==> src/rtl/alu_pkg.sv <==
// alu_pkg: op codes shared with the ALU control decoder and the exec-stage state encoding.
package alu_pkg;
  localparam logic [3:0] ALU_AND = 4'b0000;
  localparam logic [3:0] ALU_OR  = 4'b0001;
  localparam logic [3:0] ALU_ADD = 4'b0010;
  localparam logic [3:0] ALU_SUB = 4'b0110;
  localparam logic [3:0] ALU_SLT = 4'b0111;
  localparam logic [3:0] ALU_NOR = 4'b1100;
  localparam logic [3:0] ALU_MUL = 4'b1110;
  typedef enum logic [1:0] {IDLE, MUL, FULL} state_e;
endpackage

==> src/rtl/alu_mul_iter.sv <==
// alu_mul_iter: shift-add unsigned multiplier, low word only, fixed WIDTH-iteration latency.
module alu_mul_iter #(
  parameter int WIDTH = 32
) (
  input  logic             clk,
  input  logic             rstn,
  input  logic             start,
  input  logic             run,
  input  logic [WIDTH-1:0] a,
  input  logic [WIDTH-1:0] b,
  output logic             done,
  output logic [WIDTH-1:0] prod
);
  localparam int CW = $clog2(WIDTH);
  logic [WIDTH-1:0] mcand_q, mplier_q, acc_q;
  logic [CW-1:0]    cnt_q;
  // prod is the accumulator after the current iteration, so the last one can be written out directly
  assign prod = acc_q + (mplier_q[0] ? mcand_q : '0);
  assign done = run && cnt_q == CW'(WIDTH - 1);
  always_ff @(posedge clk or negedge rstn) begin
    if (!rstn) begin
      mcand_q  <= '0;
      mplier_q <= '0;
      acc_q    <= '0;
      cnt_q    <= '0;
    end else if (start) begin
      mcand_q  <= a;
      mplier_q <= b;
      acc_q    <= '0;
      cnt_q    <= '0;
    end else if (run) begin
      acc_q    <= prod;
      mcand_q  <= mcand_q << 1;
      mplier_q <= mplier_q >> 1;
      cnt_q    <= cnt_q + CW'(1);
    end
  end
endmodule

==> src/rtl/alu_exec.sv <==
// alu_exec: execute-stage ALU with valid/ready handshake, registered result/flags, iterative multiply.
module alu_exec
  import alu_pkg::*;
#(
  parameter int WIDTH  = 32,
  parameter bit MUL_EN = 1'b1
) (
  input  logic             clk,
  input  logic             rstn,
  input  logic             in_valid,
  output logic             in_ready,
  input  logic [3:0]       operation,
  input  logic [WIDTH-1:0] src_a,
  input  logic [WIDTH-1:0] src_b,
  output logic             out_valid,
  input  logic             out_ready,
  output logic [WIDTH-1:0] result,
  output logic             zero,
  output logic             overflow,
  output logic             illegal
);
  state_e           state_q;
  logic             accept, is_mul, mul_done, ovf_d, ill_d;
  logic [WIDTH-1:0] sum, diff, res_d, mul_prod;
  assign in_ready  = rstn && (state_q == IDLE || (state_q == FULL && out_ready));
  assign out_valid = state_q == FULL;
  assign accept    = in_valid && in_ready;
  assign is_mul    = MUL_EN && operation == ALU_MUL;
  assign sum       = src_a + src_b;
  assign diff      = src_a - src_b;
  always_comb begin
    res_d = '0;
    ovf_d = 1'b0;
    ill_d = 1'b0;
    case (operation)
      ALU_AND: res_d = src_a & src_b;
      ALU_OR:  res_d = src_a | src_b;
      ALU_ADD: begin
        res_d = sum;
        ovf_d = src_a[WIDTH-1] == src_b[WIDTH-1] && sum[WIDTH-1] != src_a[WIDTH-1];
      end
      ALU_SUB: begin
        res_d = diff;
        ovf_d = src_a[WIDTH-1] != src_b[WIDTH-1] && diff[WIDTH-1] != src_a[WIDTH-1];
      end
      ALU_SLT: res_d = {{(WIDTH-1){1'b0}}, $signed(src_a) < $signed(src_b)};
      ALU_NOR: res_d = ~(src_a | src_b);
      default: ill_d = 1'b1;
    endcase
  end
  alu_mul_iter #(.WIDTH(WIDTH)) u_mul (
    .clk   (clk),
    .rstn  (rstn),
    .start (accept && is_mul),
    .run   (state_q == MUL),
    .a     (src_a),
    .b     (src_b),
    .done  (mul_done),
    .prod  (mul_prod)
  );
  always_ff @(posedge clk or negedge rstn) begin
    if (!rstn) begin
      state_q  <= IDLE;
      result   <= '0;
      zero     <= 1'b0;
      overflow <= 1'b0;
      illegal  <= 1'b0;
    end else if (state_q == MUL) begin
      if (mul_done) begin
        state_q  <= FULL;
        result   <= mul_prod;
        zero     <= mul_prod == '0;
        overflow <= 1'b0;
        illegal  <= 1'b0;
      end
    end else if (accept && is_mul) begin
      state_q <= MUL;
    end else if (accept) begin
      state_q  <= FULL;
      result   <= res_d;
      zero     <= res_d == '0;
      overflow <= ovf_d;
      illegal  <= ill_d;
    end else if (state_q == FULL && out_ready) begin
      state_q <= IDLE;
    end
  end
endmodule

==> config.mk <==
export PLATFORM = sky130hd
export DESIGN_NAME = alu_exec
export DESIGN_NICKNAME = d
export VERILOG_FILES = /design/src/rtl/alu_pkg.sv /design/src/rtl/alu_mul_iter.sv /design/src/rtl/alu_exec.sv
export SDC_FILE = /design/constraint.sdc
export NUM_CORES = 1
export LEC_CHECK = 0
export CAP_MARGIN = 20
export CORE_MARGIN = 2
export CORE_UTILIZATION = 35
export DETAILED_ROUTE_END_ITERATION = 6
export GPL_TIMING_DRIVEN = 0
export PLACE_DENSITY = 0.52
export RECOVER_POWER = 25
export SYNTH_ARGS = -nofsm -noshare
export SYNTH_HDL_FRONTEND = slang
export SYNTH_HIERARCHICAL = 1
export SYNTH_SLANG_ARGS = --single-unit
==> constraint.sdc <==
create_clock -name clk -period 3.7 [get_ports clk]
set_input_delay 0.74 -clock clk [delete_from_list [all_inputs] [get_ports clk]]
set_output_delay 0.74 -clock clk [all_outputs]
set_load 0.1 [all_outputs]
=== After elaboration in Yosys (flattened, before gate mapping) ===
Cells that the tools add are included.

* Input port bits: 72
* Logic and storage cells: 82
* Register bits after elaboration: 138
* Output and inout port bits: 37

* Magnitude comparators: 1
* Eq/ne operators: 15
* Bitwise operators: 3
* Reduce and logical (&&, ||, !) cells: 18
* Mux-type cells: 32
* Add/sub/neg operators: 4

{| class="wikitable"
|+ Operators by type and width
! operator !! count
|-
| 2-to-1 mux 32 bit || 11
|-
| one-hot mux 32 bit (6 select lines) || 1
|-
| adder 32 bit || 2
|-
| zero test 32 bit || 2
|-
| bitwise AND 32 bit || 1
|-
| < comparator 32 bit || 1
|-
| NOT 32 bit || 1
|-
| OR 32 bit || 1
|-
| subtractor 32 bit || 1
|-
| 2-to-1 mux 1 bit || 12
|-
| 2-to-1 mux 2 bit || 5
|-
| 2-to-1 mux 5 bit || 2
|-
| equality test 4 x 3 -> 1 bit (second input constant) || 2
|-
| equality test 4 bit (second input constant) || 2
|-
| logical AND 1 bit || 7
|-
| OR reduction 6 bit || 1
|-
| adder 5 x 1 -> 5 bit (second input constant) || 1
|-
| equality test 5 bit (second input constant) || 1
|-
| equality test 4 x 1 -> 1 bit (second input constant) || 1
|-
| equality test 4 x 2 -> 1 bit (second input constant) || 1
|-
| zero test 4 bit || 1
|-
| != test 2 bit (second input constant) || 2
|-
| nonzero test 2 bit || 2
|-
| nonzero test 4 bit || 1
|-
| other kinds (9) || 11
|}

=== Logic depth before layout (Yosys ltp) ===
Gate-level depths: netlist (run 1).

* Depth in word-level cells: 8
* Gate-level depth with buffers: 16
* Gate-level depth less buffers: 15

=== Hierarchy ===
Netlist (run 1), hierarchy kept.

{| class="wikitable"
|+ By module, submodules not included
! module !! times used !! cells an instance !! seq. area each (µm²) !! area an instance (µm²)
|-
| alu_exec || 1 || 1,110 || 925.9 || 7,694.9
|-
| alu_mul_iter || 1 || 739 || 2,527.4 || 6,700.2
|}

=== Least setup slack after synthesis (run 1) ===
OpenSTA, ideal clock, no wires.

* Kind: input-to-reg
* Start: input port src_a[0]
* End: register zero
* Arrival: 3.858 ns
* Stages: 14
* Path buffers: 0
* Library setup time: 0.092 ns
* Slack: -0.250 ns
* Required time: 3.608 ns
* Cell sequence: inv_1 -> ha_1 -> fa_1 -> o21ba_1 -> or4_4 -> a21o_1 -> a21oi_2 -> a21oi_1 -> or4_4 -> a2111oi_4 -> o32ai_1 -> nor4_2 -> nand4b_1 -> o31ai_2

* Word-level cells in the longest chain between the ends: 7
* Elaborated cells on any way between the ends: 11
* Classes of those cells: add/sub: 2; order compare: 1; mux: 4; bitwise: 3; reduce/logical: 1

{| class="wikitable"
|+ Ends and longest elaborated chain
! item !! RTL line !! text
|-
| from (decl) || alu_exec.sv:13 || <nowiki>input logic [WIDTH-1:0] src_a,</nowiki>
|-
| branches (longest 2 deep; another with subtractor 32 bit) || - ||
|-
| one-hot mux 32 bit (6 select lines) * || alu_exec.sv:35 || <nowiki>case (operation)</nowiki>
|-
| zero test 32 bit * || alu_exec.sv:81 || <nowiki>zero <= res_d == '0;</nowiki>
|-
| 2-to-1 mux 1 bit * || alu_exec.sv:78 || <nowiki>end else if (accept) begin</nowiki>
|-
| 2-to-1 mux 1 bit * || alu_exec.sv:76 || <nowiki>end else if (accept && is_mul) begin</nowiki>
|-
| 2-to-1 mux 1 bit * || alu_exec.sv:68 || <nowiki>end else if (state_q == MUL) begin</nowiki>
|-
| to (signal assigned) || alu_exec.sv:65 || <nowiki>zero <= 1'b0;</nowiki>
|-
| to (signal assigned) || alu_exec.sv:72 || <nowiki>zero <= mul_prod == '0;</nowiki>
|-
| to (signal assigned) || alu_exec.sv:81 ||
|-
| to (decl) || alu_exec.sv:18 || <nowiki>output logic zero,</nowiki>
|}

Every way passes the cells marked *. The select of a mux whose other input is x is not followed.
A chain may end at the register's enable or synchronous reset.

=== Worst setup path in the final report (run 1) ===
* Start: input port operation[2]
* End: register zero

* Word-level cells in the longest chain between the ends: 6
* Elaborated cells on any way between the ends: 15
* Classes of those cells: eq/ne: 7; mux: 4; reduce/logical: 4

{| class="wikitable"
|+ Ends and longest elaborated chain
! item !! RTL line !! text
|-
| from (decl) || alu_exec.sv:12 || <nowiki>input logic [3:0] operation,</nowiki>
|-
| equality test 4 bit, or another cell as far along || alu_exec.sv:35 ||
|-
| one-hot mux 32 bit (6 select lines) || alu_exec.sv:35 ||
|-
| zero test 32 bit || alu_exec.sv:81 ||
|-
| 2-to-1 mux 1 bit || alu_exec.sv:78 ||
|-
| 2-to-1 mux 1 bit || alu_exec.sv:76 ||
|-
| 2-to-1 mux 1 bit || alu_exec.sv:68 ||
|}

Parallel ways exist; a longest one is shown, timed or not. The select of a mux whose other input is x is not followed.

==> results of run 1 <==
-- logic make-up (layout without fill, tap and decap cells) --
logic type,count (synthesis),in the layout,share of synthesized area
mux,105,105,0.0740
xor+xnor,36,36,0.0219
fa+ha+maj,144,144,0.127
compound gates,570,570,0.262
flops,138,138,0.240
buf+inv,226,412,0.0612
simple gates,630,630,0.215
-- flip-flops by register name, indices dropped and copies added, names as in the netlist --
register        flops
overflow            1
state_q             2
zero                1
u_mul/mplier_q     32
u_mul/acc_q        32
u_mul/cnt_q         5
u_mul/mcand_q      32
result             32
illegal             1
-- routing by layer --
layer	up-vias	global-route usage
met2	492	0.489
li1	7036	-
met3	102	0.0463
met1	7479	0.391
met4	0	0.0930
met5	-	0
-- cells in the final DEF, fill, tap and decap left out, types with 13 or more instances in the layout --
cell type | netlist | layout
sky130_fd_sc_hd__nand2b_1 | 20 | 19
sky130_fd_sc_hd__clkbuf_2 | 2 | 42
sky130_fd_sc_hd__buf_2 | 18 | 16
sky130_fd_sc_hd__clkbuf_16 | 0 | 17
sky130_fd_sc_hd__nor2b_1 | 22 | 22
sky130_fd_sc_hd__a21o_1 | 28 | 27
sky130_fd_sc_hd__ha_4 | 0 | 19
sky130_fd_sc_hd__clkdlybuf4s50_1 | 0 | 60
sky130_fd_sc_hd__clkbuf_1 | 82 | 28
sky130_fd_sc_hd__nand4_1 | 29 | 29
sky130_fd_sc_hd__ha_1 | 141 | 117
sky130_fd_sc_hd__a21oi_1 | 139 | 116
sky130_fd_sc_hd__o21bai_1 | 16 | 15
sky130_fd_sc_hd__a21oi_2 | 3 | 18
sky130_fd_sc_hd__clkbuf_4 | 0 | 13
sky130_fd_sc_hd__dlymetal6s2s_1 | 0 | 16
sky130_fd_sc_hd__nor3_1 | 33 | 26
sky130_fd_sc_hd__mux2i_1 | 103 | 101
sky130_fd_sc_hd__xnor2_1 | 25 | 22
sky130_fd_sc_hd__o21ai_0 | 155 | 145
sky130_fd_sc_hd__dfrtp_1 | 138 | 137
sky130_fd_sc_hd__nand3_1 | 28 | 25
sky130_fd_sc_hd__nor2_1 | 169 | 166
sky130_fd_sc_hd__buf_4 | 0 | 57
sky130_fd_sc_hd__o211ai_1 | 23 | 23
sky130_fd_sc_hd__a211o_1 | 13 | 13
sky130_fd_sc_hd__inv_1 | 110 | 104
sky130_fd_sc_hd__and2_1 | 42 | 40
sky130_fd_sc_hd__a22oi_1 | 20 | 19
sky130_fd_sc_hd__nand2_1 | 191 | 188
-- power by group through the flow --
stage / Clock, mW / Sequential, mW / Combinational (mW)
after floorplan: 0 / 1.55 / 0.641
after global placement: 0 / 1.54 / 1.12
after detailed placement: 0 / 1.54 / 1.13
after CTS: 1.94 / 1.51 / 1.25
after global routing: 2.00 / 1.51 / 1.49
final: 1.89 / 1.51 / 1.39
-- critical path: cells and delay by family --
family / cells / cell delay, ps
buffers and inverters: 4 / 1320
AND/OR/NAND/NOR: 6 / 1540
AO/OA/AOI/OAI: 3 / 660
-- final timing paths --
kind,to,cells past startpoint
max,zero,13
min,u_mul/cnt_q[3],1
max reg2reg,zero,15
min reg2reg,result[13],2
max in group asynchronous,u_mul/mplier_q[0],2
min in group clk,result[13],2
-- repair_timing --
| item | in CTS | in global routing |
|---|---|---|
| resized for setup | 235 | 173 |
| buffers inserted | 12 | 42 |
| hold buffers | 0 | 0 |
| setup endpoints to repair | 138 | 92 |
| pin swaps | 39 | 54 |
-- cell type report --
| cell class | count | share of cell area |
|---|---|---|
| clock inverter | 14 | 0.0101 |
| buffer | 107 | 0.0326 |
| inverter | 111 | 0.0233 |
| tap | 532 | 0.0361 |
| clock buffer | 17 | 0.0231 |
| multi-input combinational | 1485 | 0.607 |
| timing repair buffer | 163 | 0.0807 |
| sequential | 138 | 0.187 |
-- per-stage QoR --
| step | setup slack, ps | power [mW] | setup TNS, ps | util | instance area [sq um] |
|---|---|---|---|---|---|
| floorplan | -135 | 2.19 | -135 | - | 14400 |
| finish | -169 | 4.80 | -213 | 0.453 | 18400 |
| global route | -309 | 4.99 | -425 | 0.453 | 18400 |
| CTS | -186 | 4.70 | -249 | 0.433 | 17600 |
| detailed placement | -2100 | 2.67 | -174510 | 0.397 | 16200 |
| global placement | -6530 | 2.66 | -1418240 | 0.396 | 16100 |
==> impl_results.md, run 1 <==
* Result of the run: finished with violations
* Violations in the final reports: max-capacitance violations, max-slew violations, negative setup slack
* Hold crit path type: in -> async
* Fraction of layout instances using a drive strength above 1 at 0.178
* Top cell type by total area after synthesis: sky130_fd_sc_hd__dfrtp_1
* Final-report hold violation count at 0
* Sequential element share of the synthesized area at 0.240
* Beginning of the worst register-to-register path: u_mul/mplier_q[0]
* Setup repair after global routing missed its margin: true
* H-tree levels at 4
* Final worst-path cycle share at 1.05
* Psw at 1.70 mW
* Design internal power at 3.09 mW
* Data arrival, critical path at 4270 ps
* Most Frequent Cell on Critical Path: sky130_fd_sc_hd__clkbuf_4
* Worst Setup Slack, final at -169 ps
* Final routed wire length divided by cell count at 24.4 um
* Stage delay of the slowest cell on the critical path at 490 ps
* Number of global-route vias before repair at 14700
* Area share of the leading cell type in the synthesized netlist at 0.240
* Sequential Power Share at 0.315
* X dimension of the die at 207 um
* Antenna violations before repair at 0
* Via density per instance at 5.89
* Sum of net half-perimeters after detailed placement at 48.3 mm
* Mapped Cells at 1849
* TritonCTS Buffers at 17
* Clock Pin Slew Worst Setup and Hold Paths at 70 ps
* Nature of the critical path startpoint: primary input
* All-layer global routing usage at 0.294
* Root buf cell: sky130_fd_sc_hd__clkbuf_16
* Max Clock Freq at 258 MHz
* Critical path fanouts, max at 10
* Count of fill cells added during filler insertion at 4221
* Peak supply drop at 0.000340 V
* DR top layer: met4
* Aggregate routed wire length at 62.8 mm
* Proportion of register bits with asynchronous set or reset after synthesis at 1.00
* Area used by sequential logic in the layout at 3450 sq um
* Final count of negative-setup-slack endpoints at 2
* Skew-Pair Late Insertion Delay at 500 ps
* I/O pins at 109
* Post-synthesis to final-layout area growth at 28.2%
* Crit-path cells: clkdlybuf4s50_1, clkbuf_2, and3b_1, clkbuf_4, clkbuf_4, a32o_1, nor3_1, a32oi_1, nor2_1, nand4_1, nor4_2, nand4b_1, o31ai_2
* Synthesized cell area at 14400 sq um
* Global route overflow at 0
* Clk buf depth at 2
* Met1 routed wirelength after detailed routing at 28.2 mm
* Max Slew Vio Count at 65
* Tightest hold margin at 295 ps
* Avg Cell Area, Syn at 7.79 sq um
* Maximum number of pins on one net before global-route repair at 77
* Floorplan Core Area at 40700 sq um
* Metal3 WL at 3.35 mm
* Critical path required time at 4100 ps
* Most used flip-flop cell after synthesis: sky130_fd_sc_hd__dfrtp_1
* Count of antenna diodes in the layout at 0
* Global-route wire length before repair at 92.8 mm
* Initial Util at 0.353
* Logic pwr share at 0.290
* Launching element of the worst setup path: operation[2]
* Final Instance Count excl. Fillers at 2567
* Die height at 207 um
* Least-Margin Pin Slew at 1730 ps
* Yosys warnings at 6
* Top cells by instance count after synthesis: sky130_fd_sc_hd__nand2_1 (191), sky130_fd_sc_hd__nor2_1 (169), sky130_fd_sc_hd__o21ai_0 (155)
* Sw Ratio at 0.355
* Clock period minus final worst setup slack at 3870 ps
* PwrDens at 260 nW/um^2
* Met2 Routed Length at 29.4 mm
* Number of placed instances with taps included at 2490
* Count of standard-cell rows at 74
* Path type of the worst setup path: in -> reg
* Worst reg2reg setup slack at -160 ps
* Max Clock Skew at 11.4 ps
* Crit end category: flip-flop
* CTS tree: yes
* Flops & latches, synth at 138
* Input/output buffers at 107
* Net count reported at finish at 2239
* Number of enable flip-flop cells after synthesis at 0
* DR vias at 15100
* Standby leakage power at 7.53 nW
* Net count after synthesis at 2065
* Number of clock sinks seen by CTS at 138
* Distinct cell type count after synthesis at 88
* Relative slew margins at -0.154
* Top-count cell post-synth: sky130_fd_sc_hd__nand2_1
* Post-route antenna net violation count at 0
* Die area at 42800 sq um
* Crit path max-delay cell type: sky130_fd_sc_hd__clkdlybuf4s50_1
* Residual DRC count at 0
* Detailed Route Iter0 Violations at 1278
* Final weighted congestion of routability-driven global placement at 0.943
* Max capacitance violation total at 1
* Multi-input logic area at 11200 sq um
* Number of iterations in the first detailed-routing pass at 5
* Clock Power Share at 0.395
* Largest cells by area after synthesis: sky130_fd_sc_hd__dfrtp_1 (24%), sky130_fd_sc_hd__ha_1 (12%), sky130_fd_sc_hd__mux2i_1 (7.2%), sky130_fd_sc_hd__o21ai_0 (5.4%), sky130_fd_sc_hd__nand2_1 (5.0%)
Power figures use the tool's default switching activity.
==> run 2, diff against run 1 <==
--- a/config.mk
+++ b/config.mk
@@ -7,10 +7,10 @@
 export LEC_CHECK = 0
 export CAP_MARGIN = 20
 export CORE_MARGIN = 2
-export CORE_UTILIZATION = 35
+export CORE_UTILIZATION = 30
 export DETAILED_ROUTE_END_ITERATION = 6
 export GPL_TIMING_DRIVEN = 0
-export PLACE_DENSITY = 0.52
+export PLACE_DENSITY = 0.47
 export RECOVER_POWER = 25
 export SYNTH_ARGS = -nofsm -noshare
 export SYNTH_HDL_FRONTEND = slang
==> run 2 against run 1 <==
Net effect: the flow still finishes with violations (max-capacitance violations, max-slew violations, negative setup slack); critical endpoint unchanged; sequential cell count did not move; largest power group unchanged; critical path type unchanged; via count fell by 0.45%; clock power barely moved.
==> impl_results.md, run 2 (synthesized netlist as in run 1, its figures left out) <==
* Detailed Route Iter0 Violations at 1301 (was 1278)
* Largest delay contributor family on the critical path: simple AND/OR/NAND/NOR gates (unchanged)
* I/O pins at 109 (unchanged)
* Final-report hold violation count at 0 (unchanged)
* Peak supply drop at 0.000218 V (was 0.000340 V)
* Initial Util at 0.303 (was 0.353)
* Antenna violations before repair at 0 (unchanged)
* Global route overflow at 0 (unchanged)
* Design internal power at 3.10 mW (was 3.09 mW)
* Post-route antenna net violation count at 0 (unchanged)
* Critical path fanouts, max at 5 (was 10)
* Final count of negative-setup-slack endpoints at 1 (was 2)
* Die area at 49800 sq um (was 42800 sq um)
* Clock Power Share at 0.399 (was 0.395)
* Net count reported at finish at 2222 (was 2239)
* Skew-Pair Late Insertion Delay at 490 ps (was 500 ps)
* Leading cell types in the layout, fill and taps excluded: sky130_fd_sc_hd__nand2_1 (189), sky130_fd_sc_hd__nor2_1 (165), sky130_fd_sc_hd__o21ai_0 (141) (was sky130_fd_sc_hd__nand2_1 (188), sky130_fd_sc_hd__nor2_1 (166), sky130_fd_sc_hd__o21ai_0 (145))
* Sequential Power Share at 0.317 (was 0.315)
* All-layer global routing usage at 0.257 (was 0.294)
* Stage delay of the slowest cell on the critical path at 530 ps (was 490 ps)
* Setup repair after global routing missed its margin: true (unchanged)
* Data arrival, critical path at 4260 ps (was 4270 ps)
* Critical path required time at 4100 ps (about the same)
* Count of fill cells added during filler insertion at 4987 (was 4221)
* Max capacitance violation total at 1 (unchanged)
* Sum of net half-perimeters after detailed placement at 49.6 mm (was 48.3 mm)
* Number of clock sinks seen by CTS at 138 (unchanged)
* Path type of the worst setup path: in -> reg (unchanged)
* X dimension of the die at 223 um (was 207 um)
* Final routed wire length divided by cell count at 24.3 um (was 24.4 um)
* Global-route wire length before repair at 95.8 mm (was 92.8 mm)
* Final Instance Count excl. Fillers at 2633 (was 2567)
* Clock period minus final worst setup slack at 3850 ps (was 3870 ps)
* Input/output buffers at 107 (unchanged)
* Root buf cell: sky130_fd_sc_hd__clkbuf_16 (unchanged)
* Leading cell type in the layout, fill and taps excluded: sky130_fd_sc_hd__nand2_1 (unchanged)
* Crit-path cells: clkdlybuf4s50_1, inv_2, ha_4, or2_4, or2_2, nor4_4, o211ai_1, nand2_2, a221oi_4, o41ai_2, o221ai_2, nor4_4, nand4b_1, o31ai_2 (was clkdlybuf4s50_1, clkbuf_2, and3b_1, clkbuf_4, clkbuf_4, a32o_1, nor3_1, a32oi_1, nor2_1, nand4_1, nor4_2, nand4b_1, o31ai_2)
* TritonCTS Buffers at 17 (unchanged)
* CP Buf/Inv Count at 2 (was 4)
* Area used by sequential logic in the layout at 3450 sq um (unchanged)
* PwrDens at 259 nW/um^2 (was 260 nW/um^2)
* Max Slew Vio Count at 90 (was 65)
* Hold crit path type: in -> async (unchanged)
* Number of iterations in the first detailed-routing pass at 5 (unchanged)
* Relative slew margins at -0.623 (was -0.154)
* Clock Pin Slew Worst Setup and Hold Paths at 70 ps (about the same)
* Power Total at 4.77 mW (was 4.80 mW)
* H-tree levels at 4 (unchanged)
* Crit end category: flip-flop (unchanged)
* Number of global-route vias before repair at 15000 (was 14700)
* Sw Ratio at 0.351 (was 0.355)
* Violations in the final reports: max-capacitance violations, max-slew violations, negative setup slack (unchanged)
* Placed Instance Area at 16300 sq um (was 16200 sq um)
* Die height at 223 um (was 207 um)
* Clk buf depth at 2 (unchanged)
* Count of standard-cell rows at 80 (was 74)
* Total of hold buffers inserted after clock tree synthesis at 0 (unchanged)
* Aggregate routed wire length at 64.0 mm (was 62.8 mm)
* Fraction of layout instances using a drive strength above 1 at 0.169 (was 0.178)
* Setup Slack @ Placement at -2120 ps (was -2100 ps)
* Crit path max-delay cell type: sky130_fd_sc_hd__clkdlybuf4s50_1 (unchanged)
* Final worst-path cycle share at 1.04 (was 1.05)
* Least-Margin Pin Slew at 2430 ps (was 1730 ps)
* Final weighted congestion of routability-driven global placement at 0.955 (was 0.943)
* Result of the run: finished with violations (unchanged)
* Logic pwr share at 0.285 (was 0.290)
* CTS tree: yes (unchanged)
* Max Clock Skew at 9.92 ps (was 11.4 ps)
* Maximum number of pins on one net before global-route repair at 90 (was 77)
* Number of placed instances with taps included at 2574 (was 2490)
* Worst Setup Slack, final at -153 ps (was -169 ps)
* Psw at 1.68 mW (was 1.70 mW)
* Max Clock Freq at 260 MHz (was 258 MHz)
* Most Frequent Cell on Critical Path: sky130_fd_sc_hd__nor4_4 (was sky130_fd_sc_hd__clkbuf_4)
* Post-Layout Inst Area at 18400 sq um (about the same)
* Multi-input logic area at 11200 sq um (about the same)
* Nature of the critical path startpoint: primary input (unchanged)
* Standby leakage power at 7.41 nW (was 7.53 nW)
* Count of antenna diodes in the layout at 0 (unchanged)
* Residual DRC count at 0 (unchanged)
* DR vias at 15000 (was 15100)
* Via density per instance at 5.71 (was 5.89)
* Post-synthesis to final-layout area growth at 27.9% (was 28.2%)
* Floorplan Core Area at 47500 sq um (was 40700 sq um)
[run 2: worst reg2reg max path, cell delays in order (launching register included)]
cell and delay (ps):
sky130_fd_sc_hd__dfrtp_2 490, sky130_fd_sc_hd__buf_6 170, sky130_fd_sc_hd__and2_1 160, sky130_fd_sc_hd__ha_2 390
sky130_fd_sc_hd__and2_2 220, sky130_fd_sc_hd__nand4_1 200, sky130_fd_sc_hd__nand4b_1 240, sky130_fd_sc_hd__buf_4 180
sky130_fd_sc_hd__a31oi_1 250, sky130_fd_sc_hd__o21ai_0 140, sky130_fd_sc_hd__and2_1 240, sky130_fd_sc_hd__nor4_4 310
sky130_fd_sc_hd__nand4_1 150, sky130_fd_sc_hd__o41ai_2 390, sky130_fd_sc_hd__o21ai_1 140, sky130_fd_sc_hd__o31ai_2 90
[run 2: power groups by stage]
stage | logic (mW) | registers [mW] | clock network (mW)
global placement | 1.13 | 1.54 | 0
floorplan | 0.641 | 1.55 | 0
global route | 1.46 | 1.51 | 2.02
detailed placement | 1.13 | 1.54 | 0
CTS | 1.26 | 1.51 | 1.97
finish | 1.36 | 1.51 | 1.90
[run 2: repair_timing]
item / 4_1_cts / 5_1_grt
pin swaps: 36 / 55
gates resized for setup: 251 / 185
buffers inserted: 19 / 17
endpoints found under the setup margin: 138 / 78
hold endpoints to repair: 0 / 0
[run 2: cell type report]
class,instances,area share
Buffer,107,0.0341
Clock buffer,19,0.0246
Clock inverter,12,0.00877
Inverter,111,0.0237
Multi-Input combinational cell,1485,0.607
Sequential cell,138,0.188
Tap cell,615,0.0418
Timing Repair Buffer,146,0.0728
[run 2: routing by layer]
layer / share of wire / GRT usage / vias to the layer above
li1: - / - / 7023
met5: 0 / 0 / -
met4: 0.030 / 0.0918 / 0
met1: 0.44 / 0.337 / 7390
met3: 0.060 / 0.0498 / 100
met2: 0.47 / 0.422 / 528
[run 2: metrics by stage]
stage | setup TNS, ps | hold slack [ps] | utilization
final | -153 | 186 | 0.387
after CTS | -179 | 183 | 0.375
after detailed placement | -167210 | 474 | 0.343
after global routing | -352 | 207 | 0.387
after floorplan | -135 | 444 | -
after global placement | -1455380 | 468 | 0.342
[run 2: worst paths after layout]
kind                                 endpoint               from  slack, ps  depth (start not counted)
setup / recovery                         zero          src_b[22]       -150                         14
hold / removal             u_mul/mplier_q[19]               rstn        190                          1
setup reg to reg                         zero  u_mul/mplier_q[0]       -140                         15
hold reg to reg                    result[13]         result[13]        490                          2
max in group asynchronous          result[31]               rstn        750                          2
min in group clk                   result[13]         result[13]        490                          2
